==> src/rtl/mem_bus_arbiter.sv <==
// mem_bus_arbiter: shares one single-port memory bus between the CPU fetch and data ports.
// Optional ARB_TIMEOUT_EN: abort a bus cycle after TIMEOUT_CYCLES wait states (Rev 1.0).
`default_nettype none

module mem_bus_arbiter #(
  parameter int ADDR_W         = 32,
  parameter int DATA_W         = 32,
  parameter int TIMEOUT_CYCLES = 255
) (
  input  logic                clk,
  input  logic                reset,
  input  logic                if_req,
  input  logic [ADDR_W-1:0]   if_addr,
  output logic                if_ack,
  output logic [DATA_W-1:0]   if_rdata,
  output logic                if_err,
  input  logic                d_read,
  input  logic                d_write,
  input  logic [ADDR_W-1:0]   d_addr,
  input  logic [DATA_W-1:0]   d_wdata,
  input  logic [DATA_W/8-1:0] d_byteen,
  output logic                d_ack,
  output logic [DATA_W-1:0]   d_rdata,
  output logic                d_err,
  output logic [ADDR_W-1:0]   mem_address,
  output logic                mem_read,
  output logic                mem_write,
  output logic [DATA_W-1:0]   mem_writedata,
  output logic [DATA_W/8-1:0] mem_byteenable,
  input  logic                mem_waitrequest,
  input  logic [DATA_W-1:0]   mem_readdata,
  output logic                busy
);

  localparam int BE_W = DATA_W / 8;

  typedef enum logic [1:0] {
    S_IDLE  = 2'd0,
    S_DATA  = 2'd1,
    S_FETCH = 2'd2
  } state_t;

  state_t              state_q, state_d;
  logic [ADDR_W-1:0]   addr_q, addr_d;
  logic [DATA_W-1:0]   wdata_q, wdata_d;
  logic [BE_W-1:0]     be_q, be_d;
  logic                wr_q, wr_d;
  logic                if_ack_q, if_ack_d;
  logic                d_ack_q, d_ack_d;
  logic [DATA_W-1:0]   if_rdata_q, if_rdata_d;
  logic [DATA_W-1:0]   d_rdata_q, d_rdata_d;

`ifdef ARB_TIMEOUT_EN
  localparam int TO_W = ($clog2(TIMEOUT_CYCLES + 1) < 8) ? 8 : $clog2(TIMEOUT_CYCLES + 1);
  logic [TO_W-1:0]     cnt_q, cnt_d;
  logic                if_err_q, if_err_d;
  logic                d_err_q, d_err_d;
`endif

  always_comb begin
    state_d    = state_q;
    addr_d     = addr_q;
    wdata_d    = wdata_q;
    be_d       = be_q;
    wr_d       = wr_q;
    if_ack_d   = 1'b0;
    d_ack_d    = 1'b0;
    if_rdata_d = if_rdata_q;
    d_rdata_d  = d_rdata_q;
`ifdef ARB_TIMEOUT_EN
    cnt_d      = cnt_q;
    if_err_d   = 1'b0;
    d_err_d    = 1'b0;
`endif
    case (state_q)
      S_IDLE: begin
        // A requester being acked this cycle still shows its request; masking it avoids a re-issue.
        if ((d_read || d_write) && !d_ack_q) begin
          addr_d  = d_addr;
          wdata_d = d_wdata;
          be_d    = d_byteen;
          wr_d    = d_write;
          state_d = S_DATA;
`ifdef ARB_TIMEOUT_EN
          cnt_d   = '0;
`endif
        end else if (if_req && !if_ack_q) begin
          addr_d  = if_addr;
          be_d    = '1;
          wr_d    = 1'b0;
          state_d = S_FETCH;
`ifdef ARB_TIMEOUT_EN
          cnt_d   = '0;
`endif
        end
      end
      S_DATA, S_FETCH: begin
        if (!mem_waitrequest) begin
          state_d = S_IDLE;
          if (state_q == S_FETCH) begin
            if_ack_d   = 1'b1;
            if_rdata_d = mem_readdata;
          end else begin
            d_ack_d = 1'b1;
            if (!wr_q) d_rdata_d = mem_readdata;
          end
`ifdef ARB_TIMEOUT_EN
        end else if (cnt_q == TO_W'(TIMEOUT_CYCLES - 1)) begin
          // This edge is the TIMEOUT_CYCLES-th wait state: abort, rdata left untouched.
          state_d = S_IDLE;
          if (state_q == S_FETCH) begin
            if_ack_d = 1'b1;
            if_err_d = 1'b1;
          end else begin
            d_ack_d = 1'b1;
            d_err_d = 1'b1;
          end
        end else begin
          cnt_d = cnt_q + 1'b1;
`endif
        end
      end
      default: state_d = S_IDLE;
    endcase
  end

  always_ff @(posedge clk or negedge reset) begin
    if (!reset) begin
      state_q    <= S_IDLE;
      addr_q     <= '0;
      wdata_q    <= '0;
      be_q       <= '0;
      wr_q       <= 1'b0;
      if_ack_q   <= 1'b0;
      d_ack_q    <= 1'b0;
      if_rdata_q <= '0;
      d_rdata_q  <= '0;
`ifdef ARB_TIMEOUT_EN
      cnt_q      <= '0;
      if_err_q   <= 1'b0;
      d_err_q    <= 1'b0;
`endif
    end else begin
      state_q    <= state_d;
      addr_q     <= addr_d;
      wdata_q    <= wdata_d;
      be_q       <= be_d;
      wr_q       <= wr_d;
      if_ack_q   <= if_ack_d;
      d_ack_q    <= d_ack_d;
      if_rdata_q <= if_rdata_d;
      d_rdata_q  <= d_rdata_d;
`ifdef ARB_TIMEOUT_EN
      cnt_q      <= cnt_d;
      if_err_q   <= if_err_d;
      d_err_q    <= d_err_d;
`endif
    end
  end

  // Strobes decode straight from the state register so a reset drops them at once.
  assign mem_read       = (state_q == S_FETCH) || ((state_q == S_DATA) && !wr_q);
  assign mem_write      = (state_q == S_DATA) && wr_q;
  assign mem_address    = addr_q;
  assign mem_writedata  = wdata_q;
  assign mem_byteenable = be_q;
  assign busy           = (state_q != S_IDLE);
  assign if_ack         = if_ack_q;
  assign d_ack          = d_ack_q;
  assign if_rdata       = if_rdata_q;
  assign d_rdata        = d_rdata_q;

`ifdef ARB_TIMEOUT_EN
  assign if_err = if_err_q;
  assign d_err  = d_err_q;
`else
  assign if_err = 1'b0;
  assign d_err  = 1'b0;
`endif

endmodule

`default_nettype wire

==> config.mk <==
export PLATFORM = sky130hd
export DESIGN_NAME = mem_bus_arbiter
export DESIGN_NICKNAME = d
export VERILOG_FILES = /design/src/rtl/mem_bus_arbiter.sv
export SDC_FILE = /design/constraint.sdc
export NUM_CORES = 1
export LEC_CHECK = 0
export CORE_MARGIN = 2
export CORE_UTILIZATION = 36
export CTS_BUF_LIST = sky130_fd_sc_hd__clkbuf_8 sky130_fd_sc_hd__clkbuf_16
export CTS_CLUSTER_DIAMETER = 40
export DETAILED_ROUTE_END_ITERATION = 8
export PLACE_DENSITY = 0.86
export SKIP_LAST_GASP = 1
export SLEW_MARGIN = 20
export SYNTH_ARGS = -nofsm -noshare
export SYNTH_HDL_FRONTEND = slang
export SYNTH_SLANG_ARGS = --single-unit
==> constraint.sdc <==
create_clock -name clk -period 1.75 [get_ports clk]
set_clock_uncertainty 0.1 [all_clocks]
set_input_delay 0.525 -clock clk [delete_from_list [all_inputs] [get_ports clk]]
set_output_delay 0.525 -clock clk [all_outputs]
set_load 0.01 [all_outputs]
After elaboration in Yosys (flattened, before gate mapping)
Cells that the tools add are included.
{"block": "classes", "eq_ne": 4, "mux": 16, "bitwise": 3, "n_reduce_logical": 18}
{"op": "$mux 32", "n": 2}
{"op": "$mux 1", "n": 8}
{"op": "$mux 4", "n": 2}
{"op": "$mux 2", "n": 3}
{"op": "$reduce_and 2->1", "n": 3}
{"op": "$logic_and 1x1->1", "n": 4}
{"op": "$pmux 2 s2", "n": 1}
{"op": "$reduce_and 4->1", "n": 1}
{"op": "$reduce_bool 2->1", "n": 2}
{"op": "$logic_not 1->1", "n": 3}
{"op": "$ne 3x3->1 const B", "n": 1}
{"op": "$not 1->1", "n": 3}
{"op": "$reduce_and 3->1", "n": 1}
{"op": "$eq 2x1->1 const B", "n": 1}
{"op": "$eq 2x2->1 const B", "n": 1}
{"op": "$logic_not 2->1", "n": 1}
{"op": "$logic_or 1x1->1", "n": 2}
{"op": "$ne 2x2->1 const B", "n": 1}
{"op": "$reduce_or 2->1", "n": 1}
{"block": "totals", "ff_bits": 137, "output_inout_bits": 139, "word_cells": 50}

Longest topological paths before layout
Gate-level depths: netlist (run 1).
{"block": "depth", "ltp_word": 5, "mapped_depth": 7, "mapped_depth_nobuf": 5}

Worst setup path before layout (run 1)
OpenSTA, ideal clock, no wires.
{"block": "synth_path", "path_type": "reg2reg", "from": "reg state_q[0]", "to": "reg d_rdata_q[10] (netlist: d_rdata[10])", "setup_time_ps": 125, "arrival_ps": 1596, "setup_slack_ps": -71, "path_stages_with_launch": 8, "path_buffers": 2, "synth_period_minus_slack_ps": 1821, "cell_sequence": "dfrtp_1 > inv_1 > ha_1 > nor3b_2 > and2_1 > buf_2 > buf_6 > mux2_2"}
{"block": "synth_between", "elab_chain_cells": 3}
{"item": "start: declaration", "line_no": "43", "text": "state_t state_q, state_d;"}
{"item": "start signal: assignment", "line_no": "144", "text": "state_q <= state_d;"}
{"item": "$eq 2x2->1 or $eq 2x1->1 (tied branches)", "line_no": "75, 100"}
{"item": "$reduce_or 2->1 or $not 1->1 (tied branches)"}
{"item": "$reduce_and 4->1 (no line) (*)"}
{"item": "end signal: assignment", "line_no": "152", "text": "d_rdata_q <= d_rdata_d;"}
{"item": "end: declaration", "line_no": "51", "text": "logic [DATA_W-1:0] d_rdata_q, d_rdata_d;"}
Mark *: on every way between the ends. The rest lies on a longest branch, timed or not.
A chain may end at the register's enable or synchronous reset.

Final worst setup path (run 1)
{"block": "layout_path", "from": "reg state_q[1]", "to": "reg d_rdata_q[16] (netlist: d_rdata[16])"}
Same word-level chain as after synthesis.

==> results of run 1 <==
==> state kept, by name (all words and copies together), names as in the netlist <==
name            cells
wr_q                1
if_rdata           32
mem_byteenable      4
mem_writedata      32
d_rdata            32
d_ack               1
if_ack              1
state_q             2
mem_address        32
==> cell type report <==
class / count / area [sq um] / share of cell area
clock buffer: 19 / 453 / 0.0475
clock inverter: 13 / 166 / 0.0174
inverter: 5 / 21.3 / 0.00223
multi-input combinational: 188 / 2080 / 0.219
sequential: 137 / 3430 / 0.359
tap: 188 / 235 / 0.0247
timing repair buffer: 314 / 3150 / 0.330
==> power by group through the flow <==
| stage | registers, mW | logic, mW | clock network, mW |
|---|---|---|---|
| floorplan | 6.34 | 3.35 | 0 |
| global placement | 5.60 | 8.41 | 0 |
| detailed placement | 5.69 | 8.65 | 0 |
| CTS | 5.61 | 8.11 | 3.77 |
| global route | 5.84 | 9.15 | 3.94 |
| finish | 5.66 | 8.57 | 3.70 |
==> stage by stage <==
step                setup slack (ns)  instance area [sq um]   util
floorplan                   -0.00285                   5490      -
global placement              -0.440                   8570  0.570
detailed placement            -0.450                   8570  0.570
CTS                           -0.265                   9370  0.623
global route                  -0.283                   9540  0.634
finish                        -0.248                   9540  0.634
==> placed cells by master (no fill, tap or decap), drive strengths merged, types with 2 or more instances in the layout <==
cell type,count
a21oi,2
and2,2
buf,41
bufinv,3
clkbuf,21
clkdlybuf4s15,28
clkdlybuf4s50,135
clkinv,4
clkinvlp,3
conb,2
dfrtp,137
dlygate4sd2,106
ha,3
inv,8
mux2,96
nand2,3
nand3,2
o221a,32
o22a,4
or3,32
==> worst max-delay path, cell delays in order (launching register included) <==
cell	delay, ns
sky130_fd_sc_hd__dfrtp_1	0.41
sky130_fd_sc_hd__buf_6	0.14
sky130_fd_sc_hd__ha_4	0.14
sky130_fd_sc_hd__buf_4	0.14
sky130_fd_sc_hd__nor3b_4	0.19
sky130_fd_sc_hd__and2_4	0.24
sky130_fd_sc_hd__clkbuf_16	0.19
sky130_fd_sc_hd__mux2_2	0.33
==> worst paths after layout <==
check | to | depth (start not counted)
setup / recovery | d_rdata[16] | 7
hold / removal | mem_byteenable[2] | 1
setup reg to reg | d_rdata[16] | 7
hold reg to reg | mem_byteenable[2] | 1
max in group asynchronous | if_rdata[28] | 3
min in group asynchronous | mem_writedata[8] | 2
==> kinds of logic after synthesis <==
logic type | Yosys count
AOI/OAI and AO/OA | 45
adders and majority gates | 3
buffers and inverters | 30
other | 1
DFF | 137
and+or+nand+nor | 42
muxes | 96
==> timing repair <==
item	in CTS	in global routing
buffers inserted	8	5
pin swaps	3	3
gates cloned	5	2
endpoints found under the hold margin	23	0
resized for setup	182	66
setup endpoints to repair	201	137
hold buffers	1	0
==> routing by layer <==
metal	wire, um	GRT usage
met1	6420	0.225
met2	8630	0.348
met3	1130	0.0662
met4	263	0.0633
met5	0	0
==> impl_metrics.tcl, run 1 <==
set metrics [dict create \
    synth-warning-count 0 \
    placementRows 45 \
    die_y_um 127 \
    grt_util_all_layers 0.197 \
    post_synth_most_frequent_cells "sky130_fd_sc_hd__dfrtp_1 (137), sky130_fd_sc_hd__mux2_2 (92), sky130_fd_sc_hd__or3_1 (32), sky130_fd_sc_hd__o221a_1 (25)" \
    synth_largest_type_area_fraction 0.627 \
    grt_max_degree 53 \
    share_comb_of_total_power 0.478 \
    synth_top_flop_cell "sky130_fd_sc_hd__dfrtp_1" \
    muxShareOfSynthArea 0.198 \
    p_leak_nw 4.31 \
    worst-endpoint-required_ns 1.94 \
    worst_ep_arrival_time_ns 2.19 \
    num-fill-cells 1122 \
    setup.worst_path.end_class "flip-flop" \
    swShare 0.321 \
    total_standard_cell_area_after_synthesis_sq_um 5470 \
    critPathMaxFanout 8 \
    grt_pass1_wl_um 24700 \
    h_tree_depth 4 \
    dr.first_iter.drc_count 169 \
    synthesized_area_divided_by_synthesized_cell_count_sq_um 15.4 \
    horizontal_die_dimension_um 127 \
    synth.ff_latch_count 137 \
    drt-total-wl_um 16400 \
    failed_checks "setup timing" \
    drt-vias-per-instance 4.98 \
    syn_to_final_growth_pct 74.5 \
    hold_viol 0 \
    final.setup.tns_ns -9.24 \
    totalPowerFinal_mw 17.9 \
    io-pin-count 277 \
    post-route-period-util 1.14 \
    clk_latency_ns 0.40 \
    final_net_count 804 \
    criticalPathCategory "reg -> reg" \
    setup_repair_after_global_routing_missed_its_margin "true" \
    grt_pass1_vias 4671 \
    synth.yosys.seq_area_share 0.627 \
    fin_crit_ns 2.00 \
    worstSetupStartpointType "flip-flop" \
    antenna_cells_inserted 0 \
    yosysUniqueCellTypes 30 \
    share_of_synthesized_cell_area_in_and_or_nand_and_nor_gates 0.0481 \
    worst_min_path_class "reg -> reg" \
    yosysMostFrequentCell "sky130_fd_sc_hd__dfrtp_1" \
    synth_adder_area_share 0.00687 \
    timing.final.max_slew_violations 0 \
    die_outline_area_sq_um 16200 \
    synth_xor_xnor_area_share 0 \
    residual_antenna_violating_net_count_after_detailed_routing 0 \
    rrSetupSlack_ns -0.25 \
    number_of_instances_in_the_synthesized_netlist 354 \
    numPortBuffers 274 \
    maxClockFrequency_ghz 0.501 \
    floorplan.initialDensity 0.364 \
    power_density_nw_per_um2 1880 \
    setup_slack_ns -0.248 \
    synth-compound-area-share 0.0845 \
    dp_hpwl_um 11100 \
    internal-power_mw 12.2 \
    routabilityCongestion 0.765 \
    cts_inserted_buffers 17 \
    avgRoutedWirePerCell_um 19.0 \
    async_flop_share 1.00 \
    clockBufferDepth 2 \
    clk_transition_reported_paths_ns 0.06 \
    r2r_start "state_q[1]" \
    final-instance-count-excl-fill 864 \
    p_sw_mw 5.75 \
    pwr-share-clk 0.206 \
    grt_antenna_before_repair 0 \
    vdd_drop_max_uv 1140 \
    share_seq_of_total_power 0.316 \
    drc_errors 0 \
    synth_area_leaders "sky130_fd_sc_hd__dfrtp_1 (63%), sky130_fd_sc_hd__mux2_2 (19%), sky130_fd_sc_hd__o221a_1 (5.1%)" \
    synth_edf_count 0 \
    hold_slack_final_ns 0.384 \
    startpoint "state_q[1]" \
    cts.root.buffer_cell "sky130_fd_sc_hd__clkbuf_16" \
    yosysTopAreaCell "sky130_fd_sc_hd__dfrtp_1" \
    cts_num_sinks 137 \
    run_status "finished with violations" \
    via_count 4300 \
    drt_pre_antenna_iters 4 \
    setup_viols_final 68 \
    design.core.area_sq_um 15000 \
    dpl.cell_count 816 \
    synth_top_family_by_area "multiplexers" \
    layout_cell_share_with_drive_strength_beyond_1 0.280 \
    grt-ovfl-total 0 \
    maxCapViolCount 0 \
    cts_tree "done" \
    min_from "mem_byteenable[2]" \
]
Power figures use the tool's default switching activity.
==> run 2: changes to the inputs <==
--- a/config.mk
+++ b/config.mk
@@ -5,12 +5,14 @@
 export SDC_FILE = /design/constraint.sdc
 export NUM_CORES = 1
 export LEC_CHECK = 0
+export CELL_PAD_IN_SITES_DETAIL_PLACEMENT = 2
+export CELL_PAD_IN_SITES_GLOBAL_PLACEMENT = 2
 export CORE_MARGIN = 2
-export CORE_UTILIZATION = 36
+export CORE_UTILIZATION = 23
 export CTS_BUF_LIST = sky130_fd_sc_hd__clkbuf_8 sky130_fd_sc_hd__clkbuf_16
-export CTS_CLUSTER_DIAMETER = 40
+export CTS_CLUSTER_DIAMETER = 30
 export DETAILED_ROUTE_END_ITERATION = 8
-export PLACE_DENSITY = 0.86
+export PLACE_DENSITY = 0.87
 export SKIP_LAST_GASP = 1
 export SLEW_MARGIN = 20
 export SYNTH_ARGS = -nofsm -noshare
==> run 2 against run 1 <==
  * Register-to-register slack worse by 0.02 ns
  * Clock-buffer cell count did not move
  * The flow still finishes with violations (setup timing)
  * Global-route usage is 3.1 points lower
  * Hold slack better by 0.014 ns
  * Highest routed layer unchanged
  * Non-clock buffer count grew 6
  * Critical endpoint is now d_rdata[22]
  * Sequential cell count is the same
  * Largest cell class unchanged
  * Worst setup slack worse by 0.021 ns
  * Largest power group unchanged
  * Final cell count grew 16%
  * Wire length rose by 32%
  * Sequential share of layout area is 1.4 points lower
  * Clock power is 11% higher
==> impl_metrics.tcl, run 2 (synthesis results as in run 1) <==
set metrics [dict create \
    setup_repair_after_global_routing_missed_its_margin "true" \
    worst_ep_arrival_time_ns 2.22 \
    clk_latency_ns 0.41 \
    grt_max_degree 38 \
    avgRoutedWirePerCell_um 21.7 \
    grt-ovfl-total 0 \
    layout_cell_share_with_drive_strength_beyond_1 0.295 \
    grt_antenna_before_repair 2 \
    dp_hpwl_um 15000 \
    syn_to_final_growth_pct 81.6 \
    r2r_start "state_q[0]" \
    cts_inserted_buffers 17 \
    numPortBuffers 274 \
    cts.root.buffer_cell "sky130_fd_sc_hd__clkbuf_16" \
    worst_r2r_endpoint "d_rdata[22]" \
    maxClockFrequency_ghz 0.495 \
    critPathMaxFanout 7 \
    grt_pass1_wl_um 31100 \
    run_status "finished with violations" \
    cts_num_sinks 137 \
    worst-endpoint-required_ns 1.95 \
    final.setup.tns_ns -11.67 \
    floorplan.initialDensity 0.234 \
    maxCapViolCount 0 \
    hold_slack_final_ns 0.398 \
    drt_pre_antenna_iters 4 \
    setup_viols_final 67 \
    clockBufferDepth 2 \
    setup.worst_path.end_class "flip-flop" \
    h_tree_depth 4 \
    power_density_nw_per_um2 1930 \
    via_count 4435 \
    p_leak_nw 4.36 \
    cp_num_buf_inv 3 \
    critical-path-max-stage-delay_ns 0.41 \
    critical_path.top_delay_family "simple AND/OR/NAND/NOR gates" \
    clk_transition_reported_paths_ns 0.07 \
    criticalPathCategory "reg -> reg" \
    final_net_count 810 \
    final_common_cell "sky130_fd_sc_hd__dfrtp_1" \
    ff2ff_path_depth 7 \
    hold_viol 0 \
    fin_crit_ns 2.02 \
    dr.first_iter.drc_count 94 \
    min_from "mem_writedata[12]" \
    slowest_stage "sky130_fd_sc_hd__dfrtp_1" \
    layout.core_utilization 0.424 \
    rrSetupSlack_ns -0.27 \
    horizontal_die_dimension_um 158 \
    worst_hold_path.num_cells 1 \
    grt_util_all_layers 0.165 \
    failed_checks "setup timing" \
    design.core.area_sq_um 23400 \
    highest_count_cells_in_the_layout_ignoring_fill_and_taps "sky130_fd_sc_hd__dfrtp_1 (136), sky130_fd_sc_hd__clkdlybuf4s50_1 (135), sky130_fd_sc_hd__clkdlybuf4s15_1 (78)" \
    drt-total-wl_um 21800 \
    grt_pass1_vias 5135 \
    routabilityCongestion 0.726 \
    hold_path_end "mem_writedata[12]" \
    worstSetupStartpointType "flip-flop" \
    io-pin-count 277 \
    residual_antenna_violating_net_count_after_detailed_routing 0 \
    timing.final.max_slew_violations 0 \
    vdd_drop_max_uv 699 \
    drc_errors 0 \
    drt-vias-per-instance 4.42 \
    setup_slack_ns -0.268 \
    cts_tree "done" \
    placementRows 56 \
    worst_min_path_class "reg -> reg" \
    die_outline_area_sq_um 25000 \
    post-route-period-util 1.15 \
    die_y_um 158 \
    cp_cell_sequence "inv_2, ha_4, buf_6, nor3b_4, and2_4, clkbuf_16, mux2_4" \
]
run 2: cell type report:
| cell class | count | area, sq um |
|---|---|---|
| Fill cell | 2340 | 13500 |
| Tap cell | 319 | 399 |
| Sequential cell | 137 | 3430 |
| Clock inverter | 13 | 214 |
| Timing Repair Buffer | 320 | 3270 |
| Inverter | 5 | 23.8 |
| Antenna cell | 3 | 7.51 |
| Multi-Input combinational cell | 188 | 2130 |
| Clock buffer | 19 | 453 |
run 2: power breakdown:
group / total, mW / switching (mW) / internal (mW)
combinational: 9.23 / 3.90 / 5.33
clock: 4.12 / 1.49 / 2.63
sequential: 5.76 / 0.956 / 4.80
total: 19.1 / 6.35 / 12.8
run 2: layer usage:
metal,up-vias,share of wire,track usage
li1,1944,-,-
met2,160,0.54,0.296
met4,0,0.017,0.0583
met1,2306,0.38,0.187
met5,-,0,0
met3,25,0.065,0.0490
run 2: per-stage QoR:
stage | power, mW | instance area [sq um] | setup slack, ns | instances
global placement | 14.3 | 8800 | -0.434 | 954
CTS | 18.2 | 9450 | -0.255 | 995
global route | 20.2 | 9920 | -0.332 | 1003
detailed placement | 14.8 | 8800 | -0.513 | 954
floorplan | 9.69 | 5490 | -0.00285 | 355
finish | 19.1 | 9920 | -0.268 | 1004
run 2: what timing repair did:
item | in CTS | in global routing
cloned | 2 | 4
setup buffers | 7 | 4
hold buffers | 1 | 0
setup endpoints to repair | 200 | 189
resized for setup | 174 | 143
hold endpoints to repair | 29 | 0
pin swaps | 2 | 4
run 2: worst register-to-register path, stage by stage, from the launching register on:
cell	delay, ns
sky130_fd_sc_hd__dfrtp_1	0.41
sky130_fd_sc_hd__inv_2	0.09
sky130_fd_sc_hd__ha_4	0.18
sky130_fd_sc_hd__buf_6	0.12
sky130_fd_sc_hd__nor3b_4	0.22
sky130_fd_sc_hd__and2_4	0.28
sky130_fd_sc_hd__clkbuf_16	0.21
sky130_fd_sc_hd__mux2_4	0.31
run 2: how the worst max path moves through the flow:
| stage | cells past startpoint | end | slack (ns) | startpoint |
|---|---|---|---|---|
| after CTS | 4 | mem_write | -0.26 | state_q[1] |
| after global placement | 5 | d_rdata[5] | -0.43 | mem_waitrequest |
| after detailed placement | 5 | d_rdata[24] | -0.51 | mem_waitrequest |
| final | 7 | d_rdata[22] | -0.27 | state_q[0] |
| after global routing | 7 | d_rdata[22] | -0.33 | state_q[0] |
| after floorplan | 7 | d_rdata[10] | -0.003 | state_q[1] |
